<file path="config.mk">
export PLATFORM = sky130hd
export DESIGN_NAME = dyn_sense_reader
export DESIGN_NICKNAME = d
export VERILOG_FILES = /design/src/rtl/dyn_sense_reader.sv
export SDC_FILE = /design/constraint.sdc
export NUM_CORES = 1
export LEC_CHECK = 0
export ABC_AREA = 1
export CORE_MARGIN = 10
export CORE_UTILIZATION = 32
export DETAILED_ROUTE_END_ITERATION = 12
export SLEW_MARGIN = 20
export SYNTH_ARGS = -nofsm -noshare
export SYNTH_HDL_FRONTEND = slang
export SYNTH_SLANG_ARGS = --single-unit
</file>
<file path="constraint.sdc">
create_clock -name clk -period 1.6 [get_ports clk]
set_input_delay 0.32 -clock clk [delete_from_list [all_inputs] [get_ports clk]]
set_output_delay 0.32 -clock clk [all_outputs]
set_load 0.02 [all_outputs]
</file>
<file path="src/rtl/dyn_sense_reader.sv">
// Dynamic-cell sense reader: per-cell bit/charge/age model with a precharge/sense/restore read FSM.
// Latency: rd_ack is high in the (PRE_CYC+SENSE_CYC+2)th cycle after the rd_req sample edge.
// Backpressure: rd_req is dropped while busy=1; writes are always accepted. DYN_AUTO_REFRESH_EN adds idle refresh.
module dyn_sense_reader #(
    parameter int DEPTH      = 8,
    parameter int DECAY      = 50,
    parameter int PRE_CYC    = 2,
    parameter int SENSE_CYC  = 2,
    parameter int REF_MARGIN = 8
) (
    input  logic                     clk,
    input  logic                     rst,
    input  logic                     wr_en,
    input  logic [$clog2(DEPTH)-1:0] wr_addr,
    input  logic                     wr_data,
    input  logic                     rd_req,
    input  logic [$clog2(DEPTH)-1:0] rd_addr,
    output logic                     rd_ack,
    output logic                     rd_data,
    output logic                     rd_charged,
    output logic                     busy
);
    localparam int AW   = $clog2(DEPTH);
    localparam int GW   = $clog2(DECAY + 1);
    localparam int CMAX = (PRE_CYC > SENSE_CYC) ? PRE_CYC : SENSE_CYC;
    localparam int CW   = $clog2(CMAX + 1);
    localparam logic [GW-1:0] DECAY_V = GW'(DECAY);

    typedef enum logic [2:0] {
        S_IDLE,
        S_PRE,
        S_SENSE,
        S_RESTORE,
        S_DONE
    } state_t;

    state_t          state_q, state_d;
    logic [CW-1:0]   cnt_q, cnt_d;
    logic [AW-1:0]   addr_q;
    logic            cap_bit_q, cap_chg_q;
    logic            rd_data_q, rd_chg_q;
    logic            accept, capture, restore;

    logic [DEPTH-1:0] cell_bit_q;
    logic [DEPTH-1:0] cell_chg_q;
    logic [GW-1:0]    cell_age_q [DEPTH];

    logic            ref_now;
    logic [AW-1:0]   ref_addr;

    always_comb begin
        state_d = state_q;
        cnt_d   = cnt_q;
        accept  = 1'b0;
        capture = 1'b0;
        restore = 1'b0;
        case (state_q)
            S_IDLE: begin
                // A pending refresh only fires with rd_req low, so a request in IDLE is always taken.
                if (rd_req) begin
                    accept  = 1'b1;
                    state_d = S_PRE;
                    cnt_d   = '0;
                end
            end
            S_PRE: begin
                if (cnt_q == CW'(PRE_CYC - 1)) begin
                    state_d = S_SENSE;
                    cnt_d   = '0;
                end else begin
                    cnt_d = cnt_q + 1'b1;
                end
            end
            S_SENSE: begin
                if (cnt_q == CW'(SENSE_CYC - 1)) begin
                    capture = 1'b1;
                    state_d = S_RESTORE;
                    cnt_d   = '0;
                end else begin
                    cnt_d = cnt_q + 1'b1;
                end
            end
            S_RESTORE: begin
                restore = cap_chg_q;
                state_d = S_DONE;
            end
            S_DONE: begin
                state_d = S_IDLE;
            end
            default: begin
                state_d = S_IDLE;
            end
        endcase
    end

`ifdef DYN_AUTO_REFRESH_EN
    localparam logic [GW-1:0] REF_TH = GW'(DECAY - REF_MARGIN);

    logic [AW-1:0] ref_ptr_q;
    logic          scan;

    assign scan     = (state_q == S_IDLE) && !rd_req;
    assign ref_now  = scan && cell_chg_q[ref_ptr_q] && (cell_age_q[ref_ptr_q] >= REF_TH);
    assign ref_addr = ref_ptr_q;

    always_ff @(posedge clk) begin
        if (rst) begin
            ref_ptr_q <= '0;
        end else if (scan) begin
            ref_ptr_q <= ref_ptr_q + 1'b1;
        end
    end
`else
    assign ref_now  = 1'b0;
    assign ref_addr = '0;
`endif

    always_ff @(posedge clk) begin
        if (rst) begin
            state_q   <= S_IDLE;
            cnt_q     <= '0;
            addr_q    <= '0;
            cap_bit_q <= 1'b0;
            cap_chg_q <= 1'b0;
            rd_data_q <= 1'b0;
            rd_chg_q  <= 1'b0;
        end else begin
            state_q <= state_d;
            cnt_q   <= cnt_d;
            if (accept) begin
                addr_q <= rd_addr;
            end
            if (capture) begin
                cap_bit_q <= cell_bit_q[addr_q];
                cap_chg_q <= cell_chg_q[addr_q];
            end
            // Result registers change only as DONE is entered, so they hold between acks.
            if (state_q == S_RESTORE) begin
                rd_data_q <= cap_chg_q & cap_bit_q;
                rd_chg_q  <= cap_chg_q;
            end
        end
    end

    always_ff @(posedge clk) begin
        if (rst) begin
            cell_bit_q <= '0;
            cell_chg_q <= '0;
            for (int i = 0; i < DEPTH; i++) begin
                cell_age_q[i] <= '0;
            end
        end else begin
            for (int i = 0; i < DEPTH; i++) begin
                // Priority: external write, then read restore, then refresh, then decay.
                if (wr_en && (wr_addr == AW'(i))) begin
                    cell_bit_q[i] <= wr_data;
                    cell_chg_q[i] <= 1'b1;
                    cell_age_q[i] <= '0;
                end else if (restore && (addr_q == AW'(i))) begin
                    cell_bit_q[i] <= cap_bit_q;
                    cell_chg_q[i] <= 1'b1;
                    cell_age_q[i] <= '0;
                end else if (ref_now && (ref_addr == AW'(i))) begin
                    cell_chg_q[i] <= 1'b1;
                    cell_age_q[i] <= '0;
                end else if (cell_chg_q[i]) begin
                    if (cell_age_q[i] == DECAY_V - 1'b1) begin
                        cell_chg_q[i] <= 1'b0;
                        cell_age_q[i] <= DECAY_V;
                    end else begin
                        cell_age_q[i] <= cell_age_q[i] + 1'b1;
                    end
                end
            end
        end
    end

    assign rd_ack     = (state_q == S_DONE);
    assign rd_data    = rd_data_q;
    assign rd_charged = rd_chg_q;
    assign busy       = (state_q != S_IDLE) || ref_now;

endmodule

</file>
* After elaboration in Yosys (flattened, before gate mapping)
Memories as Yosys holds them, arrays and structs flattened.
Index checks and enable logic that the tools add are counted.
** Storage, ports and cells
- Bits in writable memories :: 48
- Memories kept :: 1
- Register bits :: 28
- Word-level logic and storage cells :: 356
** Memory list
- cell_age_q :: words 8, width 6, rd ports 8, clocked after memory_dff 0, write ports 8, RTL line 46 : logic [GW-1:0] cell_age_q [DEPTH];
** Cells by class
- $lt $le $gt $ge :: 1
- Multiplexer cells :: 234
- Bitwise logic cells :: 33
- Add/subtract/negate cells :: 9
- Eq/ne operators :: 30
- Reductions and logical operators :: 32
** Operators by type and width (number)
- $mux W1 :: 193
- $mux W6 :: 32
- $add A6 B1 Y6 const B :: 8
- $eq A6 B6 Y1 const B :: 8
- $or A1 B1 Y1 :: 32
- $eq A3 B3 Y1 const B :: 9
- $eq A3 B2 Y1 const B :: 6
- $reduce_bool A2 Y1 :: 9
- $logic_and A1 B1 Y1 :: 16
- $pmux W3 S4 :: 1
- $eq A3 B1 Y1 const B :: 3
- $logic_not A3 Y1 :: 3
- $mux W3 :: 3
- $bmux W1 S3 :: 2
- $ne A2 B2 Y1 const B :: 3
- $lt A3 B4 Y1 const B :: 1
- $mux W2 :: 2
- $pmux W2 S2 :: 1
- $reduce_and A3 Y1 :: 1
- $reduce_bool A3 Y1 :: 1
- $add A2 B1 Y2 const B :: 1
- $eq A2 B1 Y1 const B :: 1
- $reduce_and A2 Y1 :: 1
- $reduce_or A2 Y1 :: 1
- $and A1 B1 Y1 :: 1

* Logic depth before layout (Yosys ltp)
Gate-level depths: netlist (run 1).
- Word-level depth :: 10
- Mapped depth :: 9

* Least setup slack after synthesis (run 1)
Ideal clock, no wire load.
- Path kind :: reg2reg
- Start :: register state_q[0]
- End :: memory cell_age_q[1][12] (netlist name) (enable)
- Buffers on the path :: 0
- Stages on the path, launching flop included :: 6
- Setup time :: 0.325 ns
- Setup slack :: 0.157 ns
- Data arrival time :: 1.119 ns
- Cell sequence :: dfxtp_1 -> nand2_2 -> nor2_4 -> nand4_1 -> and2_4 -> nand3_1
** RTL lines
- start, declared :: RTL line 37 : state_t state_q, state_d;
- start signal, assigned :: RTL line 128 : state_q <= state_d;
- end, declared :: RTL line 46

==> impl_results.md, run 1 <==
- Status: finished clean
- Most repeated library cell on the critical path: sky130_fd_sc_hd__buf_4
- P_int: just under 4000 uW
- Slew Viols, Final: 0
- Clock Skew: 0.00958 ns
- Type of the setup path with the least slack: in -> reg
- NetSw: around 1600 uW
- Cell chosen for the clock root: sky130_fd_sc_hd__clkbuf_16
- Residual DRC: 0
- Arrival @ worst endpoint: ~1.7 ns
- Number of antenna violations at the first check in global routing: 0
- WL final: 8910 um
- Sw Ratio: 0.291
- Initial standard-cell utilization of the core: 0.330
- Sequential share of the synthesized area: 0.475
- P_leak: 0.00217 uW
- Skew-Pair Late Insertion Delay: 0.34 ns
- Post-synth cell types: 36
- Count of nets left with antenna violations after detail routing: 0
- Y dimension of the die: 135 um
- Routability-driven placement congestion ratio: 0.806
- Share of layout cells above drive strength 1: 0.229
- Row count: 41
- Peak supply drop: 391 uV
- Ordered list of cells on the worst path: clkdlybuf4s50_1, buf_4, nor2_4, nand2_1, nand2_4, inv_2, buf_4, nand3_2, nor2_1
- Post-route fraction of the period consumed by the critical path: 0.967
- Io pins: 15
- RSZ-0062 raised after global routing: true
- Largest fanout on the critical path: 6
- CP Capture Type: register
- Net count of the mapped netlist: 517
- Commonest register cell after synthesis: sky130_fd_sc_hd__edfxtp_1
- Number of global-route vias before repair: around 3.4k
- Global router's overall resource usage: 0.102
- Number of synthesized register bits: 76
- Overflow left after global routing: 0
- Die Width: ~130 um
- Total negative slack: 0 ns
- Reg-to-reg startpoint: state_q[1]
- Nets@finish: 581
- DR iter-0 viols: 165
- Wirelength per Cell: 12.2 um
- Per-instance average area after synthesis: 8.59 um^2
- Antenna diode count: 0
- Number of buffers on the longest clock path: 2
- Final setup violation count: 0
- Synthesis-to-layout area growth: 25.2%
- Combinational cell fraction of total power: 0.177
- Share of async-settable or async-resettable flops after synthesis: 0
- Syn. warnings: 0
- Clock share of power: 0.383
- Wire length of the first global-routing pass: between 15000 and 20000 um
- Measured slew at the worst slew-check pin: about 0.42 ns
- CTS sink count: 76
- I/O Buffers: 14
- Netlist Area Pre-Place: about 4200 um^2
- Overall die area: 18100 um^2
- TritonCTS clock tree: yes
- Max-Slew Margin vs Limit: 0.719
- DP HPWL: 6640 um
- Clock slew at the register clock pins of the worst setup and hold paths: 0.07 ns
- Detailed-route via count: 3392
- Fmax: between 600 and 700 MHz
- Inserted Clock Buffers: 9
- DR pass1 iterations: 4
- Via-to-Cell Ratio: between 4 and 5
- Largest net degree at the start of global routing: 17
- PD cells: 1040 nW/um^2
- Number of enable flip-flop cells after synthesis: 48
- Slowest Stage Delay on Critical Path: 0.42 ns
- Final hold violations: 0
- Critical path startpoint: wr_addr[2]
- Worst min-delay path category: reg -> reg
- Category of the worst setup path launch point: primary input
- Crit path time final: 1.55 ns
- Maxcap violations: 0
- Deepest level of the CTS H-tree: 3
- Max stage delay cell, worst path: sky130_fd_sc_hd__clkdlybuf4s50_1
- Worst hold path startpoint: cnt_q[1]
- Placeable core region: 12800 um^2
- Utilization after layout: 0.413
- Part of the power in registers: 0.440
- Cell count after synthesis: 490
- Endpoint required time on the critical path: 1.70 ns
==> state kept, by name (all words and copies together) (netlist names) <==
name	cells
state_q	3
rd_charged	1
cnt_q	2
cap_bit_q	1
cell_bit_q	8
cell_age_q	48
cap_chg_q	1
addr_q	3
rd_data	1
cell_chg_q	8
==> synthesized netlist by cell type (all sizes together), types with 2 or more instances <==
cell,number,share of area
edfxtp,48,0.34
dfxtp,28,0.13
nand3b,5,0.0098
o21ai,23,0.034
nand3,50,0.064
nor2,76,0.074
nand2,104,0.10
buf,6,0.011
xor2,15,0.031
nor3,11,0.013
xnor2,14,0.029
nand4,12,0.019
inv,47,0.042
a21oi,23,0.027
or2,4,0.0059
clkbuf,2,0.0042
ha,16,0.048
and2,3,0.0051
==> layout by cell type (no fill, tap or decap), types with 4 or more instances in the layout <==
cell type,n
sky130_fd_sc_hd__nand2_1,86
sky130_fd_sc_hd__nor2_1,69
sky130_fd_sc_hd__edfxtp_1,48
sky130_fd_sc_hd__nand3_1,43
sky130_fd_sc_hd__buf_4,43
sky130_fd_sc_hd__inv_1,37
sky130_fd_sc_hd__a21oi_1,23
sky130_fd_sc_hd__dfxtp_1,22
sky130_fd_sc_hd__ha_1,16
sky130_fd_sc_hd__xor2_1,15
sky130_fd_sc_hd__xnor2_1,14
sky130_fd_sc_hd__nand2_2,14
sky130_fd_sc_hd__o21ai_0,12
sky130_fd_sc_hd__nor3_1,11
sky130_fd_sc_hd__nand4_1,11
sky130_fd_sc_hd__inv_2,10
sky130_fd_sc_hd__clkdlybuf4s50_1,10
sky130_fd_sc_hd__clkbuf_16,9
sky130_fd_sc_hd__o21ai_2,7
sky130_fd_sc_hd__nand3_2,6
sky130_fd_sc_hd__dfxtp_2,5
sky130_fd_sc_hd__o21ai_1,4
sky130_fd_sc_hd__nand3b_1,4
sky130_fd_sc_hd__nor2_4,4
sky130_fd_sc_hd__nand2_4,4
==> path summary, 6_finish.rpt <==
check / end / slack, ns / cells after the start
worst max-delay path: cell_age_q[0][23] / 0.05 / 9
worst min-delay path: cnt_q[1] / 0.45 / 2
worst max register to register: cell_age_q[1][12] / 0.06 / 7
worst min register to register: cnt_q[1] / 0.45 / 2
==> kinds of logic (layout without fill, tap and decap cells) <==
| group | count (synthesis) | count (layout) | synth area share |
|---|---|---|---|
| adder cells (fa/ha/maj) | 16 | 16 | 0.0475 |
| XOR/XNOR | 29 | 29 | 0.0603 |
| AND/OR/NAND/NOR | 265 | 265 | 0.293 |
| buffers and inverters | 56 | 125 | 0.0582 |
| flip-flops | 76 | 76 | 0.475 |
| AO/OA/AOI/OAI | 48 | 48 | 0.0657 |
==> cell type report <==
class	count	area (um^2)
clock inverter	7	81.3
fill	1265	7500
inverter	48	181
timing repair buffer	61	522
tap	172	215
multi-input combinational	358	2030
clock buffer	9	225
sequential	76	2010
==> stage by stage <==
stage | setup WS [ns] | area, um^2 | hold slack, ns | cells | total power, uW
global route | -0.0330 | 5270 | 0.495 | 731 | 5750
finish | 0.0536 | 5270 | 0.447 | 731 | 5480
detailed placement | -0.409 | 4850 | 0.439 | 710 | 3360
floorplan | 0.157 | 4210 | 0.419 | 490 | 3000
CTS | -0.0200 | 5180 | 0.452 | 726 | 5470
global placement | -0.392 | 4850 | 0.429 | 710 | 3330
==> power groups by stage <==
| stage | logic (uW) | clock network, uW | registers, uW |
|---|---|---|---|
| final | 970 | 2100 | 2410 |
| after detailed placement | 930 | 0 | 2430 |
| after floorplan | 613 | 0 | 2380 |
| after global placement | 907 | 0 | 2420 |
| after CTS | 942 | 2140 | 2390 |
| after global routing | 1080 | 2240 | 2430 |
==> what timing repair did <==
| action | in CTS | in global routing |
|---|---|---|
| buffers inserted | 0 | 5 |
| endpoints found under the setup margin | 24 | 84 |
| hold buffers | 0 | 0 |
| gates resized for setup | 14 | 22 |
| pin swaps | 0 | 5 |
==> per-layer routing <==
metal	vias to the layer above	track usage	part of all wire
met5	-	0	0
met4	0	0.0393	0.015
met3	10	0.0252	0.032
met2	28	0.171	0.49
met1	1596	0.123	0.46
li1	1758	-	-
==> critical path: cells and delay by family <==
kind	cells	cell delay, ns
simple gates	5	0.59
buf+inv	4	0.74
Note: power is estimated with default switching activity, not from simulation.
==> inputs of run 2 (changes only) <==
--- a/config.mk
+++ b/config.mk
@@ -9,6 +9,7 @@
 export CORE_MARGIN = 10
 export CORE_UTILIZATION = 32
 export DETAILED_ROUTE_END_ITERATION = 12
+export HOLD_SLACK_MARGIN = 0.02
 export SLEW_MARGIN = 20
 export SYNTH_ARGS = -nofsm -noshare
 export SYNTH_HDL_FRONTEND = slang
==> results of run 2 <==
The final DEF is identical to that of run 1; final timing and power are the same.
==> inputs of run 3 (changes only) <==
--- a/config.mk
+++ b/config.mk
@@ -7,9 +7,11 @@
 export LEC_CHECK = 0
 export ABC_AREA = 1
 export CORE_MARGIN = 10
-export CORE_UTILIZATION = 32
+export CORE_UTILIZATION = 50
 export DETAILED_ROUTE_END_ITERATION = 12
 export HOLD_SLACK_MARGIN = 0.02
+export MAX_ROUTING_LAYER = met4
+export PLACE_DENSITY = 0.67
 export SLEW_MARGIN = 20
 export SYNTH_ARGS = -nofsm -noshare
 export SYNTH_HDL_FRONTEND = slang
==> constraint.sdc (replaced) <==
create_clock -name clk -period 1.8 [get_ports clk]
set_input_delay 0.36 -clock clk [delete_from_list [all_inputs] [get_ports clk]]
set_output_delay 0.36 -clock clk [all_outputs]
set_load 0.02 [all_outputs]
==> run 3 against run 2 <==
Against the previous run:
- flip-flop and latch count did not move
- worst setup slack improved by 0.063 ns
- die area fell by 31%
- non-clock buffer count fell by 17
- largest cell class is now flip-flops and latches
- largest power group unchanged
==> impl_results.md, run 3 (synthesis gave the netlist of run 1 again) <==
- Worst hold path startpoint: cell_bit_q[5] (was cnt_q[1])
- Combinational cell fraction of total power: 0.168 (was 0.177)
- Wire length of the first global-routing pass: 14100 um (was 15300 um)
- Met1 Usage GRT: 0.168 (was 0.123)
- Count of nets left with antenna violations after detail routing: 0 (unchanged)
- Cell class contributing the biggest share of worst-path delay: buffers and inverters (unchanged)
- Number of buffers on the longest clock path: 2 (unchanged)
- Number of buffers and inverters on the critical path: 2 (was 4)
- Io pins: 15 (unchanged)
- Synthesis-to-layout area growth: 15.8% (was 25.2%)
- Sw Ratio: 0.291 (about the same)
- Reg2Reg Setup Slack: 0.18 ns (was 0.06 ns)
- TritonCTS clock tree: yes (unchanged)
- Largest fanout on the critical path: 4 (was 6)
- Global router's overall resource usage: 0.137 (was 0.102)
- Nets@finish: 564 (was 581)
- Worst min-delay path category: reg -> reg (unchanged)
- Worst r2r dst: cell_age_q[1][13] (was cell_age_q[1][12])
- NetSw: 1240 uW (was 1600 uW)
- Maxcap violations: 0 (unchanged)
- DP HPWL: 6320 um (was 6640 um)
- Measured slew at the worst slew-check pin: 0.354 ns (was 0.421 ns)
- Reg2reg path depth: 5 (was 7)
- Arrival @ worst endpoint: 1.32 ns (was 1.65 ns)
- Peak supply drop: 387 uV (was 391 uV)
- Worst-case hold path end point: cell_bit_q[5] (was cnt_q[1])
- Detailed-route via count: 3285 (was 3392)
- Count of filler cells inserted in the layout: 747 (was 1265)
- Max stage delay cell, worst path: sky130_fd_sc_hd__dfxtp_1 (was sky130_fd_sc_hd__clkdlybuf4s50_1)
- I/O Buffers: 14 (unchanged)
- Part of the power in registers: 0.500 (was 0.440)
- Slowest Stage Delay on Critical Path: 0.35 ns (was 0.42 ns)
- Initial standard-cell utilization of the core: 0.512 (was 0.330)
- Largest net degree at the start of global routing: 23 (was 17)
- Wirelength per Cell: 12.8 um (was 12.2 um)
- P_leak: 0.00199 uW (was 0.00217 uW)
- DR iter-0 viols: 161 (was 165)
- Final setup violation count: 0 (unchanged)
- WL final: 8260 um (was 8910 um)
- Worst hold path cell count: 2 (unchanged)
- Highest-utilization routing layer at the global route stage: met2 (unchanged)
- Overflow left after global routing: 0 (unchanged)
- Deepest level of the CTS H-tree: 3 (unchanged)
- Share of layout cells above drive strength 1: 0.166 (was 0.229)
- Inserted Clock Buffers: 9 (unchanged)
- Slew Viols, Final: 0 (unchanged)
- Met3 layer usage reported by global route: 0.0338 (was 0.0252)
- Category of the worst setup path launch point: register (was primary input)
- PD cells: 876 nW/um^2 (was 1040 nW/um^2)
- Ordered list of cells on the worst path: inv_1, nand2_1, nor2_1, dlygate4sd2_1 (was clkdlybuf4s50_1, buf_4, nor2_4, nand2_1, nand2_4, inv_2, buf_4, nand3_2, nor2_1)
- Fmax: 594 MHz
- CTS sink count: 76 (unchanged)
- Routability-driven placement congestion ratio: 0.906 (was 0.806)
- Overall die area: 12500 um^2 (was 18100 um^2)
- Clock share of power: 0.332 (was 0.383)
- Worst slack at placement: -0.179 ns (was -0.409 ns)
- Type of the setup path with the least slack: reg -> out (was in -> reg)
- Final hold slack: 0.452 ns (was 0.447 ns)
- Crit path time final: 1.68 ns
- Placeable core region: 8220 um^2 (was 12800 um^2)
- Buffer count from post-CTS setup fixing: 0 (unchanged)
- Number of hold buffers added after cts: 0 (unchanged)
- Max-Slew Margin vs Limit: 0.764 (was 0.719)
- Overall Power: 4270 uW (was 5480 uW)
- Skew-Pair Late Insertion Delay: 0.36 ns (was 0.34 ns)
- Max reg flops: 48 (unchanged)
- Met2 demand-to-capacity share in global routing: 0.211 (was 0.171)
- Antenna diode count: 0 (unchanged)
- Most frequent cells in the layout: sky130_fd_sc_hd__nand2_1, sky130_fd_sc_hd__nor2_1, sky130_fd_sc_hd__edfxtp_1, sky130_fd_sc_hd__nand3_1, sky130_fd_sc_hd__inv_1 (was sky130_fd_sc_hd__nand2_1, sky130_fd_sc_hd__nor2_1, sky130_fd_sc_hd__edfxtp_1, sky130_fd_sc_hd__nand3_1, sky130_fd_sc_hd__buf_4)
- RSZ-0062 raised after global routing: false (was true)
- Via-to-Cell Ratio: 5.08 (was 4.64)
- Most common cell after layout, fill and taps aside: sky130_fd_sc_hd__nand2_1 (unchanged)
- Row count: 33 (was 41)
- Post-route fraction of the period consumed by the critical path: 0.935
- Final hold violations: 0 (unchanged)
- Die Width: 112 um (was 135 um)
- Largest registers: cell_age_q (48), cell_bit_q (8), cell_chg_q (8) (unchanged)
- Number of global-route vias before repair: 3130 (was 3385)
- Register ranked first by flip-flop count: cell_age_q (unchanged)
- Y dimension of the die: 112 um (was 135 um)
- Clock slew at the register clock pins of the worst setup and hold paths: 0.08 ns (was 0.07 ns)
- DR pass1 iterations: 6 (was 4)
- Residual DRC: 0 (unchanged)
- Status: finished clean (unchanged)
- Endpoint required time on the critical path: 1.44 ns (was 1.70 ns)
- Cell chosen for the clock root: sky130_fd_sc_hd__clkbuf_8 (was sky130_fd_sc_hd__clkbuf_16)
- CP Capture Type: output pin (was register)
- Reg-to-reg startpoint: state_q[0] (was state_q[1])
- Worst Slack Setup Final: 0.117 ns (was 0.0536 ns)
- Number of antenna violations at the first check in global routing: 0 (unchanged)
- Clock Skew: 0.00972 ns (was 0.00958 ns)
- P_int: 3030 uW (was 3880 uW)
==> run 3: through the flow <==
step / cell area (um^2) / util / instances / setup TNS, ns
final: 4870 / 0.593 / 647 / 0
after detailed placement: 4660 / 0.567 / 631 / -8.66
after global placement: 4660 / 0.567 / 631 / -7.02
after CTS: 4870 / 0.593 / 647 / 0
after floorplan: 4210 / - / 490 / 0
after global routing: 4870 / 0.593 / 647 / 0
==> run 3: repair_timing <==
item,CTS,global route
endpoints found under the setup margin,2,0
endpoints found under the hold margin,0,0
resized for setup,2,0
==> run 3: worst max-delay path by stage <==
stage                from                 to  slack, ns  cells past startpoint
2_1_floorplan  state_q[0]  cell_age_q[1][12]       0.36                      5
3_3_place_gp   wr_addr[2]  cell_age_q[0][17]      -0.16                      7
3_5_place_dp   wr_addr[2]  cell_age_q[0][17]      -0.18                      7
4_1_cts        rd_charged         rd_charged        0.1                      1
5_1_grt         addr_q[0]   cell_age_q[1][7]       0.02                      6
6_report       state_q[1]             rd_ack       0.12                      4
==> run 3: power by group through the flow <==
stage                     Clock [uW]  Sequential [uW]  Combinational [uW]
final                           1420             2130                 718
after global routing            1530             2150                 821
after CTS                       1450             2130                 724
after detailed placement           0             2170                 733
after global placement             0             2160                 722
after floorplan                    0             2120                 545
==> run 3: worst reg2reg max path, stage by stage, from the launching register on <==
cell	delay [ns]
sky130_fd_sc_hd__dfxtp_1	0.41
sky130_fd_sc_hd__nand2_2	0.10
sky130_fd_sc_hd__nor2_4	0.20
sky130_fd_sc_hd__nand4_1	0.18
sky130_fd_sc_hd__and2_4	0.19
sky130_fd_sc_hd__nand3_1	0.22
==> run 3: final cells by class <==
| cell class | count | area [um^2] | share of cell area |
|---|---|---|---|
| sequential | 76 | 2000 | 0.411 |
| multi-input combinational | 358 | 1960 | 0.403 |
| timing repair buffer | 44 | 375 | 0.0770 |
| inverter | 48 | 181 | 0.0372 |
| clock buffer | 12 | 166 | 0.0341 |
| tap | 105 | 131 | 0.0270 |
| clock inverter | 4 | 53.8 | 0.0110 |
==> run 3: layer usage <==
| metal | share of wire | vias up | wire [um] |
|---|---|---|---|
| met3 | 0.034 | 13 | 281 |
| li1 | - | 1717 | - |
| met2 | 0.47 | 43 | 3860 |
| met1 | 0.48 | 1512 | 3960 |
| met5 | 0 | - | 0 |
| met4 | 0.019 | 0 | 161 |
